File: src/rtl/arb_pkg.sv
// Shared types and defaults for the memory port arbiter.
//   arb_state_t : grant FSM states
//   arb_owner_t : which requester owns the bus command
//   pick_owner  : LS-first arbitration with IF anti-starvation override
package arb_pkg;

  localparam int unsigned LS_STREAK_MAX_DEF = 4;

  typedef enum logic [2:0] {
    ST_IDLE,
    ST_REQ_IF,
    ST_REQ_LS,
    ST_WAIT_IF,
    ST_WAIT_LS
  } arb_state_t;

  typedef enum logic {
    OWN_IF,
    OWN_LS
  } arb_owner_t;

  // LS is the older instruction and wins unless IF has been starved long enough.
  function automatic arb_owner_t pick_owner(input logic ls_req,
                                            input logic if_req,
                                            input logic streak_at_max);
    return (ls_req && !(if_req && streak_at_max)) ? OWN_LS : OWN_IF;
  endfunction

endpackage

File: src/rtl/sat_counter.sv
// Saturating up-counter with synchronous clear.
//   clk, rst : clock, synchronous active-high reset
//   inc      : count up by one unless already at MAX
//   clr      : return to zero (wins over inc)
//   cnt      : registered count
module sat_counter #(
  parameter int unsigned  W   = 8,
  parameter logic [W-1:0] MAX = '1
) (
  input  logic         clk,
  input  logic         rst,
  input  logic         inc,
  input  logic         clr,
  output logic [W-1:0] cnt
);

  logic [W-1:0] cnt_q;
  logic [W-1:0] cnt_d;

  always_comb begin
    cnt_d = cnt_q;
    if (clr) begin
      cnt_d = '0;
    end else if (inc && (cnt_q != MAX)) begin
      cnt_d = cnt_q + W'(1);
    end
  end

  always_ff @(posedge clk) begin
    if (rst) begin
      cnt_q <= '0;
    end else begin
      cnt_q <= cnt_d;
    end
  end

  assign cnt = cnt_q;

endmodule

File: src/rtl/mem_port_arbiter.sv
// Shares one single-port memory bus between instruction fetch (IF) and
// load/store (LS). One outstanding transaction; LS has priority, a streak
// counter bounds IF starvation, and IF flush drops stale fetch data.
//   clk, rst            : clock, synchronous active-high reset
//   if_req/if_addr      : fetch request (held until if_gnt)
//   if_flush            : branch/jump redirect, kills pending fetch
//   if_gnt/if_rvalid    : fetch accepted / fetch data valid pulses
//   if_rdata            : fetch data (mem_rdata pass-through, else 0)
//   ls_req/we/addr/wdata/be : load/store request (held until ls_gnt)
//   ls_gnt/ls_rvalid    : accepted / load data or store ack pulses
//   ls_rdata            : load data (mem_rdata pass-through, else 0)
//   mem_req/we/addr/wdata/be : registered bus command
//   mem_ready           : bus accepts the command this cycle
//   mem_rvalid/mem_rdata: bus response
// Optional: MEM_PORT_ARBITER_PERF_EN adds if_wait_cnt/ls_wait_cnt, saturating
// counts of cycles each requester spent waiting for a grant.
module mem_port_arbiter
  import arb_pkg::*;
#(
  parameter int unsigned XLEN          = 32,
  parameter int unsigned LS_STREAK_MAX = LS_STREAK_MAX_DEF
) (
  input  logic            clk,
  input  logic            rst,
`ifdef MEM_PORT_ARBITER_PERF_EN
  output logic [31:0]     if_wait_cnt,
  output logic [31:0]     ls_wait_cnt,
`endif
  input  logic            if_req,
  input  logic [XLEN-1:0] if_addr,
  input  logic            if_flush,
  output logic            if_gnt,
  output logic            if_rvalid,
  output logic [XLEN-1:0] if_rdata,
  input  logic            ls_req,
  input  logic            ls_we,
  input  logic [XLEN-1:0] ls_addr,
  input  logic [XLEN-1:0] ls_wdata,
  input  logic [3:0]      ls_be,
  output logic            ls_gnt,
  output logic            ls_rvalid,
  output logic [XLEN-1:0] ls_rdata,
  output logic            mem_req,
  output logic            mem_we,
  output logic [XLEN-1:0] mem_addr,
  output logic [XLEN-1:0] mem_wdata,
  output logic [3:0]      mem_be,
  input  logic            mem_ready,
  input  logic            mem_rvalid,
  input  logic [XLEN-1:0] mem_rdata
);

  localparam int unsigned STREAK_W = $clog2(LS_STREAK_MAX + 1);

  arb_state_t      state_q, state_d;
  logic            drop_q, drop_d;
  logic            mem_req_q, mem_req_d;
  logic            mem_we_q, mem_we_d;
  logic [XLEN-1:0] mem_addr_q, mem_addr_d;
  logic [XLEN-1:0] mem_wdata_q, mem_wdata_d;
  logic [3:0]      mem_be_q, mem_be_d;

  logic [STREAK_W-1:0] streak;
  logic                streak_at_max;
  logic                arb_point;
  arb_owner_t          pick;
  logic                pick_valid;

  // Arbitration decision, used in IDLE and at the end of each WAIT state.
  assign streak_at_max = (streak == STREAK_W'(LS_STREAK_MAX));
  assign pick          = pick_owner(ls_req, if_req, streak_at_max);
  assign pick_valid    = (pick == OWN_LS) || (if_req && !if_flush);

  // Handshake pulses decoded from the current state.
  assign if_gnt    = (state_q == ST_REQ_IF) && mem_ready;
  assign ls_gnt    = (state_q == ST_REQ_LS) && mem_ready;
  // A flush in the response cycle also kills the response.
  assign if_rvalid = (state_q == ST_WAIT_IF) && mem_rvalid && !drop_q && !if_flush;
  assign ls_rvalid = (state_q == ST_WAIT_LS) && mem_rvalid;
  assign if_rdata  = if_rvalid ? mem_rdata : '0;
  assign ls_rdata  = ls_rvalid ? mem_rdata : '0;

  assign mem_req   = mem_req_q;
  assign mem_we    = mem_we_q;
  assign mem_addr  = mem_addr_q;
  assign mem_wdata = mem_wdata_q;
  assign mem_be    = mem_be_q;

  // Grant FSM next-state and bus command load.
  always_comb begin
    state_d     = state_q;
    drop_d      = drop_q;
    mem_we_d    = mem_we_q;
    mem_addr_d  = mem_addr_q;
    mem_wdata_d = mem_wdata_q;
    mem_be_d    = mem_be_q;
    arb_point   = 1'b0;

    case (state_q)
      ST_IDLE: begin
        arb_point = 1'b1;
      end
      ST_REQ_IF: begin
        if (mem_ready) begin
          // Accepted command cannot be recalled; remember to drop its data.
          state_d = ST_WAIT_IF;
          if (if_flush) begin
            drop_d = 1'b1;
          end
        end else if (if_flush) begin
          state_d = ST_IDLE;
        end
      end
      ST_REQ_LS: begin
        if (mem_ready) begin
          state_d = ST_WAIT_LS;
        end
      end
      ST_WAIT_IF: begin
        if (if_flush) begin
          drop_d = 1'b1;
        end
        if (mem_rvalid) begin
          drop_d    = 1'b0;
          arb_point = 1'b1;
          state_d   = ST_IDLE;
        end
      end
      ST_WAIT_LS: begin
        if (mem_rvalid) begin
          arb_point = 1'b1;
          state_d   = ST_IDLE;
        end
      end
      default: begin
        state_d = ST_IDLE;
      end
    endcase

    if (arb_point && pick_valid) begin
      if (pick == OWN_LS) begin
        state_d     = ST_REQ_LS;
        mem_we_d    = ls_we;
        mem_addr_d  = ls_addr;
        mem_wdata_d = ls_wdata;
        mem_be_d    = ls_be;
      end else begin
        state_d     = ST_REQ_IF;
        mem_we_d    = 1'b0;
        mem_addr_d  = if_addr;
        mem_wdata_d = '0;
        mem_be_d    = 4'hF;
      end
    end

    mem_req_d = (state_d == ST_REQ_IF) || (state_d == ST_REQ_LS);
  end

  // State and bus command registers.
  always_ff @(posedge clk) begin
    if (rst) begin
      state_q     <= ST_IDLE;
      drop_q      <= 1'b0;
      mem_req_q   <= 1'b0;
      mem_we_q    <= 1'b0;
      mem_addr_q  <= '0;
      mem_wdata_q <= '0;
      mem_be_q    <= '0;
    end else begin
      state_q     <= state_d;
      drop_q      <= drop_d;
      mem_req_q   <= mem_req_d;
      mem_we_q    <= mem_we_d;
      mem_addr_q  <= mem_addr_d;
      mem_wdata_q <= mem_wdata_d;
      mem_be_q    <= mem_be_d;
    end
  end

  // Consecutive LS grants while a fetch waits.
  sat_counter #(
    .W   (STREAK_W),
    .MAX (STREAK_W'(LS_STREAK_MAX))
  ) u_streak (
    .clk (clk),
    .rst (rst),
    .inc (ls_gnt && if_req),
    .clr (if_gnt || (arb_point && !if_req)),
    .cnt (streak)
  );

`ifdef MEM_PORT_ARBITER_PERF_EN
  // Cycles spent with a request raised but not yet granted.
  sat_counter #(
    .W   (32),
    .MAX ('1)
  ) u_if_wait (
    .clk (clk),
    .rst (rst),
    .inc (if_req && !if_gnt),
    .clr (1'b0),
    .cnt (if_wait_cnt)
  );

  sat_counter #(
    .W   (32),
    .MAX ('1)
  ) u_ls_wait (
    .clk (clk),
    .rst (rst),
    .inc (ls_req && !ls_gnt),
    .clr (1'b0),
    .cnt (ls_wait_cnt)
  );
`endif

endmodule

File: config.mk
export PLATFORM = sky130hd
export DESIGN_NAME = mem_port_arbiter
export DESIGN_NICKNAME = d
export VERILOG_FILES = /design/src/rtl/arb_pkg.sv /design/src/rtl/sat_counter.sv /design/src/rtl/mem_port_arbiter.sv
export SDC_FILE = /design/constraint.sdc
export NUM_CORES = 1
export LEC_CHECK = 0
export ABC_AREA = 1
export CORE_ASPECT_RATIO = 0.75
export CORE_MARGIN = 4
export CORE_UTILIZATION = 32
export DETAILED_ROUTE_END_ITERATION = 8
export PLACE_DENSITY_LB_ADDON = 0.05
export SETUP_SLACK_MARGIN = 0.15
export SLEW_MARGIN = 20
export SYNTH_ARGS = -nofsm -noshare
export SYNTH_HDL_FRONTEND = slang
export SYNTH_HIERARCHICAL = 1
export SYNTH_SLANG_ARGS = --single-unit
File: constraint.sdc
create_clock -name clk -period 2.35 [get_ports clk]
set_input_delay 0.235 -clock clk [delete_from_list [all_inputs] [get_ports clk]]
set_output_delay 0.235 -clock clk [all_outputs]
set_load 0.05 [all_outputs]
==> flow_summary_export.csv <==
group,metric,value,unit
run_status,status,"finished clean",
synth,synth_seq_area_share,39.19,%
drt,vias_per_cell,4.372,
timing,tightest_slew,0.5527,ns
placed_design,gp_congestion,0.8017,
worst_setup_path,start_kind,"flip-flop",
cells_and_area,nets,1069,
die,core_area,11830,sq um
placed_design,pre_cts_ws,0.3733,ns
worst_setup_path,end_kind,"primary output",
grt,overflow,0,
synth,ys_ff_latch,77,
clocking,cts_sinks,77,
die,fp.dieW,136.0,um
timing,finalSetupTns,0,ns
worst_setup_path,crit-reg2reg-capture,"mem_be[2]$_SDFFE_PP0P_",
worst_setup_path,cp.required,2.12,ns
worst_hold_path,worst_hold_path_type,"reg -> reg",
drt,vias,4783,
timing,final-setup-viol-count,0,
job,maxCapViolations,0,
timing,drv_slew,0,
timing,max-slew-margin-rel,63.04,%
power_and_ir_drop,total_leakage_power,0.003475,uW
drt,wire_per_inst,13.51,um
power_and_ir_drop,comb_power_share,36.8,%
die,pin_count,278,
drt,dr.pass1.iters,4,
clocking,cts_buffers,9,
worst_hold_path,holdPathEnd,"mem_wdata[9]$_SDFFE_PP0P_",
clocking,clockBufferDepth,2,
timing,rsz0062_at_grt,"no",
die,dieArea,14150,sq um
worst_setup_path,crit_type,"reg -> out",
placed_design,place_area,7176,sq um
power_and_ir_drop,power_density,601.9,nW/um^2
clocking,postCtsHoldBufs,0,
power_and_ir_drop,ir_drop,0.3267,mV
timing,hold_viol,0,
grt,grtUsageTotal,20.22,%
clocking,cts_tree,"built",
drt,routed_wl,14780,um
power_and_ir_drop,pwr-share-clk,29.4,%
drt,postRouteAntennaNets,0,
timing,period_share,87.46,%
grt,antenna_found_initial,0,
synth,yosysUniqueCellTypes,18,
timing,fin_skew,0.01075,ns
grt,grt_pass1_vias,4603,
cells_and_area,diodes,0,
power_and_ir_drop,p_sw,1649,uW
worst_setup_path,worst-path-max-fanout,32,
die,initial_core_util,33.26,%
clocking,cts_max_level,3,
die,rows,34,
power_and_ir_drop,swShare,36.70,%
worst_setup_path,critical_path_arrival,1.82,ns
worst_setup_path,r2r_start,"state_q[1]$_SDFF_PP0_",
power_and_ir_drop,intPower,2843,uW
timing,min_period,2.055,ns
timing,fmax,486.5,MHz
worst_setup_path,r2r_setup_slack,0.55,ns
timing,finalHoldWorstSlack,0.4569,ns
die,die_h,104.0,um
clocking,path_clk_slew,0.06,ns
synth,ys_warn_count,6,
worst_hold_path,min_from,"mem_wdata[9]$_SDFFE_PP0P_",
synth,avgSynthCellArea,5.915,sq um
synth,syn_inst,665,
synth,synth_nets,807,
power_and_ir_drop,power_frac_seq,33.9,%
drt,drc_errors,0,
worst_setup_path,r2r_cells,8,
grt,grt_pass1_wl,23360,um
placed_design,dp_hpwl,11740,um
clocking,root_buffer,"clkbuf_16",
cells_and_area,area_growth,89.73,%
clocking,clkLatencyLatePin,0.34,ns
cells_and_area,drive_gt1_share,14.27,%
grt,grt_start_max_net_pins,44,
placed_design,portBuffers,277,
timing,setup_slack,0.2946,ns
drt,drt_iter0_markers,212,
cells_and_area,fin_area,7463,sq um
synth,syn-cell-area,3934,sq um
worst_hold_path,hold_depth,2,
power by group through the flow:
stage          Sequential, uW  Clock [uW]  Combinational [uW]
2_1_floorplan            2000           0                 537
3_3_place_gp             1540           0                1630
3_5_place_dp             1550           0                1660
4_1_cts                  1520        1350                1670
5_1_grt                  1540        1410                1780
6_report                 1520        1320                1650
state kept, by name, indices dropped and copies added, names as in the netlist:
name	cells
mem_wdata	32
mem_addr	32
drop_q	1
mem_we	1
mem_be	4
mem_req	1
state_q	3
u_streak/cnt	3
critical path, cell delays in order (launching register included):
cell and delay [ns]:
dfxtp_1 0.42, nand2_1 0.09, nor2_2 0.15, nand2_2 0.11, nor2_2 0.12, inv_1 0.08, buf_12 0.18, nor2_1 0.12
buf_4 0.21
layout make-up:
cell class / count / area, sq um
multi-input cells: 464 / 1969
clock buffers: 11 / 242.7
flip-flops and latches: 77 / 1543
inverters: 87 / 326.6
well taps: 162 / 202.7
clock inverters: 5 / 43.79
fillers: 1053 / 4363
repair buffers: 288 / 3136
worst max-delay path by stage:
stage	startpoint	to	slack, ns	cells after the start
2_1_floorplan	state_q[1]$_SDFF_PP0_	if_rdata[10]	0.04	7
3_3_place_gp	if_req	mem_addr[10]$_SDFFE_PP0P_	0.44	11
3_5_place_dp	if_req	mem_addr[9]$_SDFFE_PP0P_	0.37	11
4_1_cts	state_q[1]$_SDFF_PP0_	if_rdata[0]	0.27	8
5_1_grt	state_q[1]$_SDFF_PP0_	if_rdata[2]	0.15	8
6_report	state_q[1]$_SDFF_PP0_	if_rdata[31]	0.29	8
metrics by stage:
| stage | total power (uW) | util, % | instances |
|---|---|---|---|
| final | 4492 | 63.11 | 1094 |
| after global routing | 4730 | 63.11 | 1094 |
| after CTS | 4541 | 63.10 | 1094 |
| after detailed placement | 3209 | 60.68 | 1078 |
| after global placement | 3175 | 60.68 | 1078 |
| after floorplan | 2535 | - | 665 |
cells in the mapped netlist:
library cell	instances	area, sq um
a21oi_1	38	190.2
buf_1	1	3.750
buf_2	16	80.08
buf_6	2	22.52
clkbuf_1	18	67.56
dfxtp_1	77	1541
ha_1	2	25.02
inv_1	85	319.1
inv_2	2	7.510
nand2_1	218	818.3
nand2_2	1	6.260
nand2_4	2	22.52
nand3_1	39	195.2
nand4_1	4	25.02
nor2_1	154	578.1
nor2_2	1	6.260
o21ai_0	4	20.02
o21ai_1	1	5.000
cell families (layout without fill, tap and decap cells):
family / after synthesis / count (layout) / synth area share (%)
buffers and inverters: 124 / 391 / 12.72
and+or+nand+nor: 419 / 419 / 41.98
adders and majority gates: 2 / 2 / 0.6360
DFF: 77 / 77 / 39.19
AOI/OAI and AO/OA: 43 / 43 / 5.471
timing repair:
| item | CTS | global route |
|---|---|---|
| resized for setup | 0 | 1 |
| setup endpoints to repair | 0 | 10 |
| buffers inserted | 0 | 0 |
routing by layer:
metal	vias up	wire length (um)	global-route usage, %
met5	-	0	0
met2	170	7609	37.56
li1	2498	-	-
met4	0	142	4.173
met3	12	1494	7.544
met1	2103	5533	21.69
placed cells by master, fill, tap and decap left out, types with 3 or more instances in the layout:
| master | n |
|---|---|
| nand2_1 | 218 |
| clkdlybuf4s50_1 | 209 |
| nor2_1 | 123 |
| inv_1 | 84 |
| dfxtp_1 | 76 |
| buf_4 | 43 |
| nand3_1 | 39 |
| a21oi_1 | 38 |
| buf_12 | 36 |
| nor2_2 | 32 |
| clkbuf_16 | 9 |
| nand4_1 | 4 |
| o21ai_0 | 4 |
| inv_2 | 3 |
No activity file was read; power rests on OpenSTA's default activity.
